File: src/rtl/add_nibble_seq.sv
// Multi-precision add sequencer: feeds an external 4-bit adder one nibble
// per clock (LSB first), chains its carry and assembles the WIDTH-bit sum.
module add_nibble_seq #(
   parameter int WIDTH = 16
) (
   input  logic             clk,
   input  logic             rst_n,
   input  logic             in_valid,
   output logic             in_ready,
   input  logic [WIDTH-1:0] a,
   input  logic [WIDTH-1:0] b,
   input  logic             cin,
   output logic [3:0]       add_r1,
   output logic [3:0]       add_r2,
   output logic             add_ci,
   input  logic [3:0]       add_result,
   input  logic             add_carry,
   output logic             out_valid,
   input  logic             out_ready,
   output logic [WIDTH-1:0] sum,
   output logic             cout,
   output logic             busy
);

   localparam int NIBBLES = WIDTH / 4;
   localparam int IW = (NIBBLES > 1) ? $clog2(NIBBLES) : 1;
   localparam logic [IW-1:0] LAST = IW'(NIBBLES - 1);

   typedef enum logic [1:0] {
      IDLE = 2'd0,
      RUN  = 2'd1,
      DONE = 2'd2
   } state_e;

   state_e           state_q, state_d;
   logic [IW-1:0]    idx_q, idx_d;
   logic [WIDTH-1:0] a_q, a_d;
   logic [WIDTH-1:0] b_q, b_d;
   logic [WIDTH-1:0] sum_q, sum_d;
   logic             carry_q, carry_d;

   always_ff @(posedge clk) begin
      if (!rst_n) begin
         state_q <= IDLE;
         idx_q   <= '0;
         a_q     <= '0;
         b_q     <= '0;
         sum_q   <= '0;
         carry_q <= 1'b0;
      end else begin
         state_q <= state_d;
         idx_q   <= idx_d;
         a_q     <= a_d;
         b_q     <= b_d;
         sum_q   <= sum_d;
         carry_q <= carry_d;
      end
   end

   always_comb begin
      state_d = state_q;
      idx_d   = idx_q;
      a_d     = a_q;
      b_d     = b_q;
      sum_d   = sum_q;
      carry_d = carry_q;
      unique case (state_q)
         IDLE: begin
            if (in_valid) begin
               a_d     = a;
               b_d     = b;
               carry_d = cin;
               idx_d   = '0;
               state_d = RUN;
            end
         end
         RUN: begin
            for (int i = 0; i < NIBBLES; i++) begin
               if (idx_q == IW'(i)) begin
                  sum_d[4*i +: 4] = add_result;
               end
            end
            carry_d = add_carry;
            if (idx_q == LAST) begin
               state_d = DONE;
            end else begin
               idx_d = idx_q + 1'b1;
            end
         end
         DONE: begin
            if (out_ready) begin
               state_d = IDLE;
            end
         end
         default: state_d = IDLE;
      endcase
   end

   // Adder operands are only driven while a nibble is in flight.
   always_comb begin
      in_ready  = (state_q == IDLE);
      out_valid = (state_q == DONE);
      busy      = (state_q == RUN) || (state_q == DONE);
      add_r1    = 4'd0;
      add_r2    = 4'd0;
      add_ci    = 1'b0;
      if (state_q == RUN) begin
         for (int i = 0; i < NIBBLES; i++) begin
            if (idx_q == IW'(i)) begin
               add_r1 = a_q[4*i +: 4];
               add_r2 = b_q[4*i +: 4];
            end
         end
         add_ci = carry_q;
      end
   end

   assign sum  = sum_q;
   assign cout = carry_q;

endmodule

File: config.mk
export PLATFORM = sky130hd
export DESIGN_NAME = add_nibble_seq
export DESIGN_NICKNAME = d
export VERILOG_FILES = /design/src/rtl/add_nibble_seq.sv
export SDC_FILE = /design/constraint.sdc
export NUM_CORES = 1
export LEC_CHECK = 0
export BUFFER_PORTS_ARGS = -buffer_cell sky130_fd_sc_hd__buf_2
export CAP_MARGIN = 30
export CORE_AREA = 8 8 79 81
export DETAILED_ROUTE_END_ITERATION = 8
export DIE_AREA = 0 0 87 89
export PLACE_DENSITY_LB_ADDON = 0.08
export SLEW_MARGIN = 20
export SYNTH_ARGS = -nofsm -noshare
export SYNTH_HDL_FRONTEND = slang
export SYNTH_SLANG_ARGS = --single-unit
File: constraint.sdc
create_clock -name clk -period 1.9 [get_ports clk]
set_clock_uncertainty 0.15 [all_clocks]
set_input_delay 0.095 -clock clk [delete_from_list [all_inputs] [get_ports clk]]
set_output_delay 0.095 -clock clk [all_outputs]
set_load 0.05 [all_outputs]
# Word level (Yosys, flattened, before mapping)
# Index checks and enable logic that the tools add are counted.
dict set report classes {
  add_sub_neg 1
  eq_ne 9
  mux 20
  reduce_logical 12
}
# cell n
set op_table {}
lappend op_table {{4-bit two-way mux} 10}
lappend op_table {{2-bit AND reduction} 6}
lappend op_table {{2-bit two-way mux} 5}
lappend op_table {{2-bit == test, second input constant} 3}
lappend op_table {{2-bit inequality test, second input constant} 3}
lappend op_table {{2-bit one-hot mux with 3 select lines} 1}
lappend op_table {{3-bit AND reduction} 2}
lappend op_table {{2-bit by 1-bit == test with 1-bit output, second input constant} 2}
lappend op_table {{2-bit logical NOT} 2}
lappend op_table {{2-bit one-hot mux with 2 select lines} 1}
lappend op_table {{2-bit by 1-bit adder with 2-bit output, second input constant} 1}
lappend op_table {{1-bit two-way mux} 2}
lappend op_table {{2-bit by 1-bit inequality test with 1-bit output, second input constant} 1}
lappend op_table {{1-bit one-hot mux with 2 select lines} 1}
lappend op_table {{2-bit nonzero test} 1}
lappend op_table {{1-bit logical OR} 1}
dict set report totals {
  register_bits 53
  inputBits 42
  out_inout_bits 29
  word_cells 51
}

# Logic depth before layout (Yosys ltp)
dict set report depth {
  word_depth 6
  mapped_depth 7
  ltp_nobuf 5
}

# Worst setup path after synthesis
# OpenSTA, ideal clock, no wires.
dict set report synth_path {
  path_type {flip-flop to output port}
  startpoint {register idx_q[1]}
  endpoint {output port add_r1[2]}
  arrival_ns 1.913
  slack_ns -0.258
  stages_incl_launch_ff 7
  n_path_buf 1
  cell_sequence {dfxtp_1 > inv_1 > ha_1 > buf_6 > nand3b_1 > a221o_1 > a21boi_1}
}
dict set report synth_via {
  elab_chain_cells 6
}
# element line
set synth_lines {}
lappend synth_lines {{from (decl)} 36} ;# logic [IW-1:0] idx_q, idx_d;
lappend synth_lines {{from (signal assigned)} 52} ;# idx_q <= idx_d;
lappend synth_lines {{2-bit logical NOT} 109} ;# if (idx_q == IW'(i)) begin
lappend synth_lines {{4-bit two-way mux (3 in series)} 109}
lappend synth_lines {{4-bit two-way mux (*)} 109}
lappend synth_lines {{4-bit two-way mux (*)} 107} ;# if (state_q == RUN) begin
lappend synth_lines {{to (decl)} 13} ;# output logic [3:0] add_r1,
# Mark *: on every way between the ends. The rest lies on a longest branch, timed or not.

# Worst setup path in the final report
dict set report layout_path {
  startpoint {register idx_q[1]}
  endpoint {output port add_r2[0]}
}
dict set report layout_via {
  elab_chain_cells 6
}
# element line
set layout_lines {}
lappend layout_lines {{2-bit logical NOT} 109}
lappend layout_lines {{4-bit two-way mux (3 in series)} 109}
lappend layout_lines {{4-bit two-way mux (*)} 109}
lappend layout_lines {{4-bit two-way mux (*)} 107}
lappend layout_lines {{to (decl)} 14} ;# output logic [3:0] add_r2,
# Marked as above.

==> out/metrics.cfg <==
[timing]
setup_ws_ns=-0.1689
setup_tns_ns=-1.260
period_minus_slack_ns=2.069
period_share_pct=108.9
finalHoldViolations=0
slew_viol_final=0
worst-slew-pin-transition_ns=0.3776
setup_viol=8
slew_headroom_pct=74.83
max_freq_mhz=483.3
rsz0062_at_grt=true

[clock_network]
cts_root_buf=clkbuf_8
tritoncts=done
clkSlewWorstSetupHoldPaths_ns=0.10
numCtsBuffers=5
clk_latency_ns=0.31
clock_path_buffers=2
cts_sinks=53
h-tree-depth=2

[detailed_routing]
via_count=2485
wire_per_inst_um=13.98
drtIter0Drc=179
avgViaCountPerCell=5.010
ant_nets=0
dr.pass1.iters=4
drc=0
drt_wl_total_mm=6.936

[worst_hold_path]
holdPathStages=3
hold_path.class=input pin to flop

[setup_path]
required_ns=1.65
cp_cell_sequence=inv_2 > ha_4 > buf_12 > nand3b_1 > a221o_1 > a21boi_4 > buf_6
cp-end-kind=primary output
crit_buf_inv=3
worstPathMaxFanout=6
cpPeakStageDelay_ns=0.35
worstPathArrival_ns=1.82
crit_path_top_delay_cell=dfxtp_2
crit_family=compound AO/OA/AOI/OAI gates
critPathLaunchType=flop
reg2regPathDepth=7
cp.depth=7
crit_type=flop to primary output

[outcome]
violations=setup timing
status=finished with violations

[layout]
utilization_pct=73.30
mostFrequentLayoutCell=nand2_1
final_cells=496
multiInputGateArea_um2=1326
final_cell_mix=94 x nand2_1, 61 x buf_2, 57 x a21oi_1, 51 x dfxtp_1, 37 x dlygate4sd3_1
seqCellArea_um2=1066
layout-drive-gt1-share_pct=27.70
diodes=0
final_nets=474
syn_to_final_growth_pct=49.08
fillers=416

[floorplan]
start_util_pct=49.17
die_h_um=89
die-area_um2=7743
core-area_um2=4977
die_w_um=87
fp-row-count=26
io_pins=71

[yosys]
ys_warn_count=0
syn_nets=364
syn_avg_cell_area_um2=7.769
synthCells=315
syn_area_um2=2447
ys_types=27
seq_area_frac_synth_pct=43.35
synth-seq-cells=53

[power]
irDropWorstVdd_mv=0.4663
power.internal_mw=1.687
pwr-share-comb_pct=23.6
power_density_nw_per_um2=661.3
power_switching_mw=0.7264
p_seq_share_pct=49.8
leakage_nw=1.458
power.total_mw=2.413
switching_share_pct=30.10
clkPwrFrac_pct=26.6

[global_route]
grtUsageTotal_pct=18.06
grt_pass1_vias=2413
grt_pass1_wl_mm=11.23
grt_max_degree=41
antenna_found_initial=0
grt-ovfl-total=0

[placed_design]
port_buffers=70
hpwl_mm=4.304
gp_congestion=0.7416
dp_cells=446

[run]
cap_violations=0

## metal layers
| layer | share of wire, % | vias up | wire, um | GRT usage [%] |
|---|---|---|---|---|
| met2 | 49 | 71 | 3409 | 32.69 |
| met4 | 1.7 | 0 | 119 | 6.260 |
| met1 | 44 | 1125 | 3063 | 20.63 |
| met3 | 5.0 | 11 | 344 | 3.676 |
| li1 | - | 1278 | - | - |
| met5 | 0 | - | 0 | 0 |
## final cells by class
type                    count  share of cell area (%)
multi-input cells         223                   36.35
flip-flops and latches     53                   29.22
repair buffers            127                   28.12
well taps                  70                   2.401
clock buffers               5                   1.886
inverters                  15                   1.543
clock inverters             3                  0.4801
## what timing repair did
| action | in CTS | in global routing |
|---|---|---|
| gates resized for setup | 34 | 4 |
| endpoints found under the hold margin | 50 | 0 |
| cloned | 2 | 1 |
| pin swaps | 12 | 10 |
| buffers inserted | 3 | 0 |
| hold buffers | 37 | 0 |
| setup endpoints to repair | 8 | 9 |
## registers in the layout, summed over array words and instances (netlist names)
signal,flops
cout,1
b_q,16
idx_q,2
a_q,16
state_q,2
sum,16
## synthesized netlist by cell type
| master | n | area, um2 |
|---|---|---|
| ha_1 | 7 | 87.58 |
| buf_4 | 3 | 22.52 |
| a311oi_1 | 1 | 8.760 |
| clkinv_1 | 1 | 3.750 |
| and2_1 | 2 | 12.51 |
| o31a_1 | 1 | 8.760 |
| a21boi_1 | 8 | 60.06 |
| nand3b_1 | 10 | 75.07 |
| a31oi_1 | 2 | 12.51 |
| nand3_1 | 16 | 80.08 |
| a21oi_1 | 60 | 300.3 |
| nor3_1 | 2 | 10.01 |
| nor2b_1 | 1 | 6.260 |
| inv_1 | 14 | 52.55 |
| a221o_1 | 8 | 80.08 |
| buf_6 | 4 | 45.04 |
| a2111oi_2 | 1 | 15.01 |
| buf_2 | 11 | 55.05 |
| or3b_1 | 1 | 8.760 |
| and4_1 | 2 | 17.52 |
| o311ai_1 | 1 | 8.760 |
| dfxtp_1 | 53 | 1061 |
| nor3b_1 | 1 | 7.510 |
| o21a_1 | 1 | 7.510 |
| nand2_1 | 94 | 352.8 |
| nand2b_1 | 4 | 25.02 |
| clkbuf_1 | 6 | 22.52 |
## path summary, 6_finish.rpt
check                                from    endpoint  slack [ns]
worst max-delay path             idx_q[1]   add_r2[0]       -0.17
worst min register to register     sum[8]      sum[8]        0.31
worst max register to register   idx_q[1]    idx_q[1]        0.14
worst min-delay path            out_ready  state_q[0]       0.002
## power by group through the flow
| stage | clock [mW] | sequential, mW | combinational, mW |
|---|---|---|---|
| floorplan | 0 | 1.25 | 0.307 |
| global placement | 0 | 1.23 | 0.455 |
| detailed placement | 0 | 1.23 | 0.462 |
| CTS | 0.651 | 1.20 | 0.560 |
| global route | 0.692 | 1.21 | 0.617 |
| finish | 0.642 | 1.20 | 0.569 |
## worst register-to-register path: stages, from the launching register on
cell     delay (ns)
dfxtp_2        0.35
buf_4          0.13
ha_1           0.21
buf_4          0.19
buf_4          0.14
inv_1          0.04
and4_1         0.18
o31a_1         0.27
## through the flow
step                      cell area, um2  setup WS, ns  hold WS (ns)
after global routing                3649       -0.2396      0.003373
after detailed placement            2993      -0.03876        0.1900
after CTS                           3632       -0.2429      0.001543
final                               3649       -0.1689      0.001572
after global placement              2993       0.03381        0.1855
after floorplan                     2537       0.07037       0.06253
## kinds of logic (layout without fill, tap and decap cells)
family | after synthesis | count (layout) | synth area share, %
flops | 53 | 53 | 43.35
simple gates | 133 | 133 | 24.34
compound gates | 83 | 83 | 20.50
fa+ha+maj | 7 | 7 | 3.579
buf+inv | 39 | 150 | 8.231
No activity file was read; power rests on OpenSTA's default activity.
